## config.mk

```make
export PLATFORM = sky130hd
export DESIGN_NAME = sector_write_deser
export DESIGN_NICKNAME = d
export VERILOG_FILES = /design/src/rtl/fpgahawk_pkg.sv /design/src/rtl/word_shifter.sv /design/src/rtl/sector_write_deser.sv
export SDC_FILE = /design/constraint.sdc
export NUM_CORES = 1
export LEC_CHECK = 0
export ABC_AREA = 1
export CORE_UTILIZATION = 45
export DETAILED_ROUTE_END_ITERATION = 10
export PLACE_DENSITY_LB_ADDON = 0.2
export SYNTH_ARGS = -nofsm -noshare
export SYNTH_HDL_FRONTEND = slang
export SYNTH_SLANG_ARGS = --single-unit
```

## constraint.sdc

```tcl
create_clock -name clk -period 2 [get_ports clk]
set_clock_uncertainty 0.15 [all_clocks]
set_input_delay 0.4 -clock clk [delete_from_list [all_inputs] [get_ports clk]]
set_output_delay 0.4 -clock clk [all_outputs]
set_load 0.02 [all_outputs]
```

## src/rtl/fpgahawk_pkg.sv

```systemverilog
// Shared types and defaults for the write-path deserializer.
// State encoding and parameter defaults live here.
package fpgahawk_pkg;

  typedef enum logic [2:0] {
    IDLE,
    HUNT,
    CAPTURE,
    PAD,
    FLUSH
  } wr_state_t;

  localparam logic DEF_SYNC_EN = 1'b1;
  localparam logic DEF_PAD_BIT = 1'b0;

endpackage

```

## src/rtl/word_shifter.sv

```systemverilog
// Serial-to-parallel word assembler with bit counter.
// Exposes the completed word and a padded partial word.
module word_shifter #(
  parameter int unsigned WORD_W    = 8,
  parameter bit          MSB_FIRST = 1'b1,
  parameter logic        PAD_BIT   = 1'b0
) (
  input  logic              clk,
  input  logic              rst,
  input  logic              clr,
  input  logic              shift_en,
  input  logic              bit_in,
  output logic              word_done,
  output logic              pending,
  output logic [WORD_W-1:0] full_word,
  output logic [WORD_W-1:0] pad_word
);

  localparam int unsigned CW = $clog2(WORD_W + 1);
  localparam logic [CW-1:0] LAST = CW'(WORD_W - 1);
  localparam logic [CW-1:0] FULL = CW'(WORD_W);

  logic [WORD_W-1:0] sr_q, sr_d, base_sr;
  logic [CW-1:0]     cnt_q, cnt_d, base_cnt;
  logic [CW-1:0]     gap;
  logic [WORD_W-1:0] ones;

  // Shift the incoming bit in and advance the bit counter.
  always_comb begin
    base_sr  = clr ? '0 : sr_q;
    base_cnt = clr ? '0 : cnt_q;
    if (MSB_FIRST) begin
      full_word = {base_sr[WORD_W-2:0], bit_in};
    end else begin
      full_word = {bit_in, base_sr[WORD_W-1:1]};
    end
    word_done = shift_en && (base_cnt == LAST);
    sr_d      = base_sr;
    cnt_d     = base_cnt;
    if (shift_en) begin
      sr_d  = full_word;
      cnt_d = word_done ? '0 : base_cnt + 1'b1;
    end
  end

  // Align the pending bits and fill the missing positions.
  always_comb begin
    ones    = '1;
    gap     = FULL - cnt_q;
    pending = (cnt_q != '0);
    if (MSB_FIRST) begin
      pad_word = (sr_q << gap)
               | (PAD_BIT ? (ones >> cnt_q) : '0);
    end else begin
      pad_word = (sr_q >> gap)
               | (PAD_BIT ? ~(ones >> gap) : '0);
    end
  end

  // Shift register and bit counter state.
  always_ff @(posedge clk or posedge rst) begin
    if (rst) begin
      sr_q  <= '0;
      cnt_q <= '0;
    end else begin
      sr_q  <= sr_d;
      cnt_q <= cnt_d;
    end
  end

endmodule

```

## src/rtl/sector_write_deser.sv

```systemverilog
// Sector write-path deserializer: sync hunt, word assembly,
// buffer writes, partial-word padding and end-of-sector flush.
module sector_write_deser
  import fpgahawk_pkg::*;
#(
  parameter int unsigned WORD_W    = 8,
  parameter int unsigned ADDR_W    = 9,
  parameter bit          SYNC_EN   = DEF_SYNC_EN,
  parameter bit          MSB_FIRST = 1'b1,
  parameter logic        PAD_BIT   = DEF_PAD_BIT
) (
  input  logic              clk,
  input  logic              rst,
  input  logic              wr_data,
  input  logic              new_data,
  input  logic              data_area,
  output logic [ADDR_W-1:0] addr_out,
  output logic [WORD_W-1:0] data_out,
  output logic              wr_en,
  output logic              wr_flush,
  output logic [ADDR_W:0]   word_count,
  output logic              overflow
);

  localparam logic [ADDR_W:0] DEPTH_C = {1'b1, {ADDR_W{1'b0}}};

  wr_state_t         state_q, state_d;
  logic [ADDR_W-1:0] addr_q, addr_d;
  logic [ADDR_W:0]   word_count_q, word_count_d;
  logic              overflow_q, overflow_d;
  logic              wr_en_q, wr_en_d;
  logic              wr_flush_q, wr_flush_d;
  logic [ADDR_W-1:0] addr_out_q, addr_out_d;
  logic [WORD_W-1:0] data_out_q, data_out_d;

  logic              sh_clr, sh_en, start, do_write;
  logic              word_done, pending;
  logic [WORD_W-1:0] full_word, pad_word, wdata;

  word_shifter #(
    .WORD_W    (WORD_W),
    .MSB_FIRST (MSB_FIRST),
    .PAD_BIT   (PAD_BIT)
  ) u_shift (
    .clk       (clk),
    .rst       (rst),
    .clr       (sh_clr),
    .shift_en  (sh_en),
    .bit_in    (wr_data),
    .word_done (word_done),
    .pending   (pending),
    .full_word (full_word),
    .pad_word  (pad_word)
  );

  // Next state, buffer write issue, counters and overflow.
  always_comb begin
    state_d      = state_q;
    addr_d       = addr_q;
    word_count_d = word_count_q;
    overflow_d   = overflow_q;
    wr_en_d      = 1'b0;
    wr_flush_d   = 1'b0;
    addr_out_d   = addr_out_q;
    data_out_d   = data_out_q;
    sh_clr       = 1'b0;
    sh_en        = 1'b0;
    start        = 1'b0;
    do_write     = 1'b0;
    wdata        = '0;
    unique case (state_q)
      IDLE: begin
        if (data_area) begin
          start = 1'b1;
          sh_en = !SYNC_EN && new_data;
        end
      end
      HUNT: begin
        if (!data_area) begin
          wr_flush_d = 1'b1;
          state_d    = FLUSH;
        end else if (new_data && wr_data) begin
          state_d = CAPTURE;
        end
      end
      CAPTURE: begin
        if (!data_area) begin
          if (pending) begin
            do_write = 1'b1;
            wdata    = pad_word;
            state_d  = PAD;
          end else begin
            wr_flush_d = 1'b1;
            state_d    = FLUSH;
          end
        end else begin
          sh_en = new_data;
          if (word_done) begin
            do_write = 1'b1;
            wdata    = full_word;
          end
        end
      end
      PAD: begin
        wr_flush_d = 1'b1;
        state_d    = FLUSH;
      end
      FLUSH: begin
        state_d = IDLE;
        start   = data_area;
      end
      default: state_d = IDLE;
    endcase
    if (start) begin
      sh_clr       = 1'b1;
      addr_d       = '0;
      word_count_d = '0;
      overflow_d   = 1'b0;
      state_d      = SYNC_EN ? HUNT : CAPTURE;
    end
    if (do_write) begin
      if (word_count_q == DEPTH_C) begin
        overflow_d = 1'b1;
      end else begin
        wr_en_d      = 1'b1;
        addr_out_d   = addr_q;
        data_out_d   = wdata;
        addr_d       = addr_q + 1'b1;
        word_count_d = word_count_q + 1'b1;
      end
    end
  end

  // State, counters and registered outputs.
  always_ff @(posedge clk or posedge rst) begin
    if (rst) begin
      state_q      <= IDLE;
      addr_q       <= '0;
      word_count_q <= '0;
      overflow_q   <= 1'b0;
      wr_en_q      <= 1'b0;
      wr_flush_q   <= 1'b0;
      addr_out_q   <= '0;
      data_out_q   <= '0;
    end else begin
      state_q      <= state_d;
      addr_q       <= addr_d;
      word_count_q <= word_count_d;
      overflow_q   <= overflow_d;
      wr_en_q      <= wr_en_d;
      wr_flush_q   <= wr_flush_d;
      addr_out_q   <= addr_out_d;
      data_out_q   <= data_out_d;
    end
  end

  assign addr_out   = addr_out_q;
  assign data_out   = data_out_q;
  assign wr_en      = wr_en_q;
  assign wr_flush   = wr_flush_q;
  assign word_count = word_count_q;
  assign overflow   = overflow_q;

endmodule

```

==> metrics.md <==
| Metric | Value |
|---|---|
| Status | finished clean |
| Post-DR vias/cell | slightly below 5 |
| DRT iter0 DRCs | 132 |
| Total CTS buffers | 5 |
| Filler cells | ~600 |
| Synth top area cells | dfrtp_1, nand2_1, nand3_1 |
| Compound-gate portion of the synthesized area | ~4.9% |
| Core Box Area | 6790 um^2 |
| Final HPWL DP | about 5.4 mm |
| I/O pin total | 35 |
| Fin. Hold Viols | 0 |
| IO buf count | 34 |
| R2R depth | 13 |
| XOR/XNOR Fraction of Synth Area | under 10% |
| Die extent in y | ~86 um |
| Vias in the first global route | about 2.8k |
| YS warnings | 0 |
| Combinational family with the most area after synthesis | simple AND/OR/NAND/NOR gates |
| NumNets Final | between 500 and 600 |
| N_diodes | 0 |
| CP startpoint kind | register |
| Area grow syn2layout | 33.6% |
| Syn Inst Count | 448 |
| Slowest-stage cell, CP | clkdlybuf4s50_1 |
| Insertion delay to the later sink of the worst-skew pair | between 300 and 400 ps |
| CP Class | reg -> out |
| Hold_buf cts | 0 |
| Delay-heaviest family, CP | buffers and inverters |
| Grt total ovfl | 0 |
| Hold WS | around 290 ps |
| Final worst slack | 45.4 ps |
| Share of post-route cells with drive strength above 1 | a little under 20% |
| Initial antenna violation count | 0 |
| Crit Path Max Fanout | 4 |
| Slew margin rel. | roughly three quarters |
| Detailed Routing Iterations Pass 1 | 4 |
| Reg clk slew, reported paths | around 110 ps |
| Final setup fails | 0 |
| Most frequent cell after synthesis | nand2_1 |
| Ys flop type | dfrtp_1 |
| Starting density of the core | around 47% |
| R2r startpoint | state_q[0]$_DFFE_PP0P_ |
| GRT Util Overall | 20.7% |
| Pre-CTS WS | -436 ps |
| FP Rows | 30 |
| CTS root buf | clkbuf_8 |
| Worst vdd ir | ~0.37 mV |
| Synth Area per Inst | around 7 um^2 |
| Worst path max stage delay | 600 ps |
| Synth Cell Area | 3180 um^2 |
| CTS tree | done |
| Worst Hold Class | in -> async |
| Share of the synthesized area in the top cell type | a little over two fifths |
| Mux cell area share after synthesis | 0% |
| Final core occ | 62.6% |
| Reg2reg end | data_out[3]$_DFFE_PP0P_ |
| Final Critical Period | 1950 ps |
| Biggest area consumer among synthesized cells | dfrtp_1 |
| Antenna viol nets, final | 0 |
| Largest net degree at the start of global routing | 55 |
| Final max-slew violation count | 0 |
| CTS Buffer Depth | 2 |
| RSZ-0062 raised after global routing | true |
| Crit path DAT | 1400 ps |
| P_leak | 0.00220 uW |
| Worst Path Required | about 1500 ps |
| Setup crit end kind | output pin |
| Vias | between 3k and 4k |
| Synth Register Bits | 54 |
| Overall routed net length | 7.42 mm |
| Crit path cell chain | buf_4 > clkdlybuf4s50_1 |
| Final clock period utilization by the worst path | between 90% and 100% |
| Global-route wire length before repair | ~12 mm |
| Die area | ~7400 um^2 |
| DRC | 0 |
| Ys async rst share | between 90% and 100% |
| H-tree levels | 2 |
| Area share of and/or/nand/nor cells after synthesis | 37.7% |
| Most frequent cells after synthesis | nand2_1, dfrtp_1, nand3_1 |
| Flop-to-flop setup slack | around 70 ps |
| Routability cong. | ~0.94 |
| Worst-margin pin slew | 365 ps |
| Post-Synth Adder-Cell Area | 1.97% |
| Max cap viols | 0 |
| WP buf/inv | 2 |
| EDFF count, synth | 0 |
| Power per Cell Area | ~830 nW/um^2 |
| Routed len/inst | 12.0 um |
| Register area share after synthesis | 42.5% |
| Die W | roughly 86 um |
| Post-synthesis cell type count | 28 |
| Pwr Total | approximately 3500 uW |
| Fmax achieved | between 500 and 600 MHz |
| CTS Sinks | 54 |
| Syn Nets | around 460 |
final cells by class:
type	instances	area, um^2	area share (%)
multi-input combinational	323	1660	39.0
sequential	54	1350	31.8
timing repair buffer	83	797	18.8
inverter	54	213	5.00
tap	96	120	2.83
clock buffer	5	68.8	1.62
clock inverter	3	43.8	1.03
cell usage in the layout (no fill, tap or decap), drive strengths merged:
| master | instances |
|---|---|
| nor3 | 4 |
| nor2 | 44 |
| dlymetal6s2s | 5 |
| inv | 55 |
| xnor2 | 3 |
| ha | 5 |
| buf | 48 |
| nand3 | 56 |
| nand4 | 6 |
| clkdlybuf4s50 | 27 |
| a21oi | 1 |
| a31oi | 1 |
| nand2 | 165 |
| clkinv | 1 |
| o21ai | 26 |
| bufinv | 1 |
| clkbuf | 6 |
| o211ai | 1 |
| o22ai | 1 |
| xor2 | 10 |
| dfrtp | 54 |
| dlygate4sd2 | 2 |
per-stage QoR:
stage	area, um^2	TNS (ps)	cells
finish	4250	0	618
CTS	4080	0	610
global placement	3970	-13750	602
global route	4250	-40.1	618
floorplan	3300	-1750	448
detailed placement	3970	-15640	602
worst max-delay path by stage:
stage                                  startpoint                      end  cells after the start  slack, ps
after floorplan                         data_area      addr_q[0]$_DFF_PP0_                     14        -80
after global placement                  data_area  word_count[8]$_DFF_PP0_                     14       -380
after detailed placement                data_area  word_count[4]$_DFF_PP0_                     14       -440
after CTS                  state_q[1]$_DFFE_PP0P_  word_count[4]$_DFF_PP0_                     14          3
after global routing       state_q[0]$_DFFE_PP0P_  word_count[0]$_DFF_PP0_                     14        -10
final                     word_count[1]$_DFF_PP0_            word_count[1]                      2         50
per-layer routing:
layer  share of wire [%]  vias to the layer above  global-route usage (%)  wire [um]
li1                    -                     1543                       -          -
met1                  49                     1409                    28.0       3640
met2                  47                       49                    34.6       3470
met3                 3.0                        6                    3.27        225
met4                 1.0                        0                    5.15         76
met5                   0                        -                       0          0
power by group:
| part | leakage (uW) | switching, uW | total [uW] | internal [uW] |
|---|---|---|---|---|
| clock network | 0.0000585 | 394 | 770 | 376 |
| registers | 0.000739 | 92.1 | 1310 | 1210 |
| logic | 0.00140 | 840 | 1440 | 597 |
| total | 0.00220 | 1330 | 3510 | 2190 |
flip-flops by register name, indices dropped and copies added, names as in the netlist, 3 cells and up:
signal         count
u_shift.sr_q       8
u_shift.cnt_q      4
addr_q             9
state_q            3
addr_out           9
data_out           8
word_count        10
timing repair:
item / 4_1_cts / 5_1_grt
cloned: 0 / 1
endpoints found under the setup margin: 38 / 42
setup buffers: 0 / 7
pin swaps: 0 / 7
gates resized for setup: 2 / 30
cell families (layout without fill, tap and decap cells):
family	Yosys count	count (layout)
AOI/OAI and AO/OA	30	30
adders and majority gates	5	5
buffers and inverters	71	145
xor gates and xnor gates	13	13
and+or+nand+nor	275	275
DFF	54	54
worst min-delay path: stages:
cell	delay (ps)
clkdlybuf4s50_1	410
inv_2	70
buf_12	270
Power figures use the tool's default switching activity.
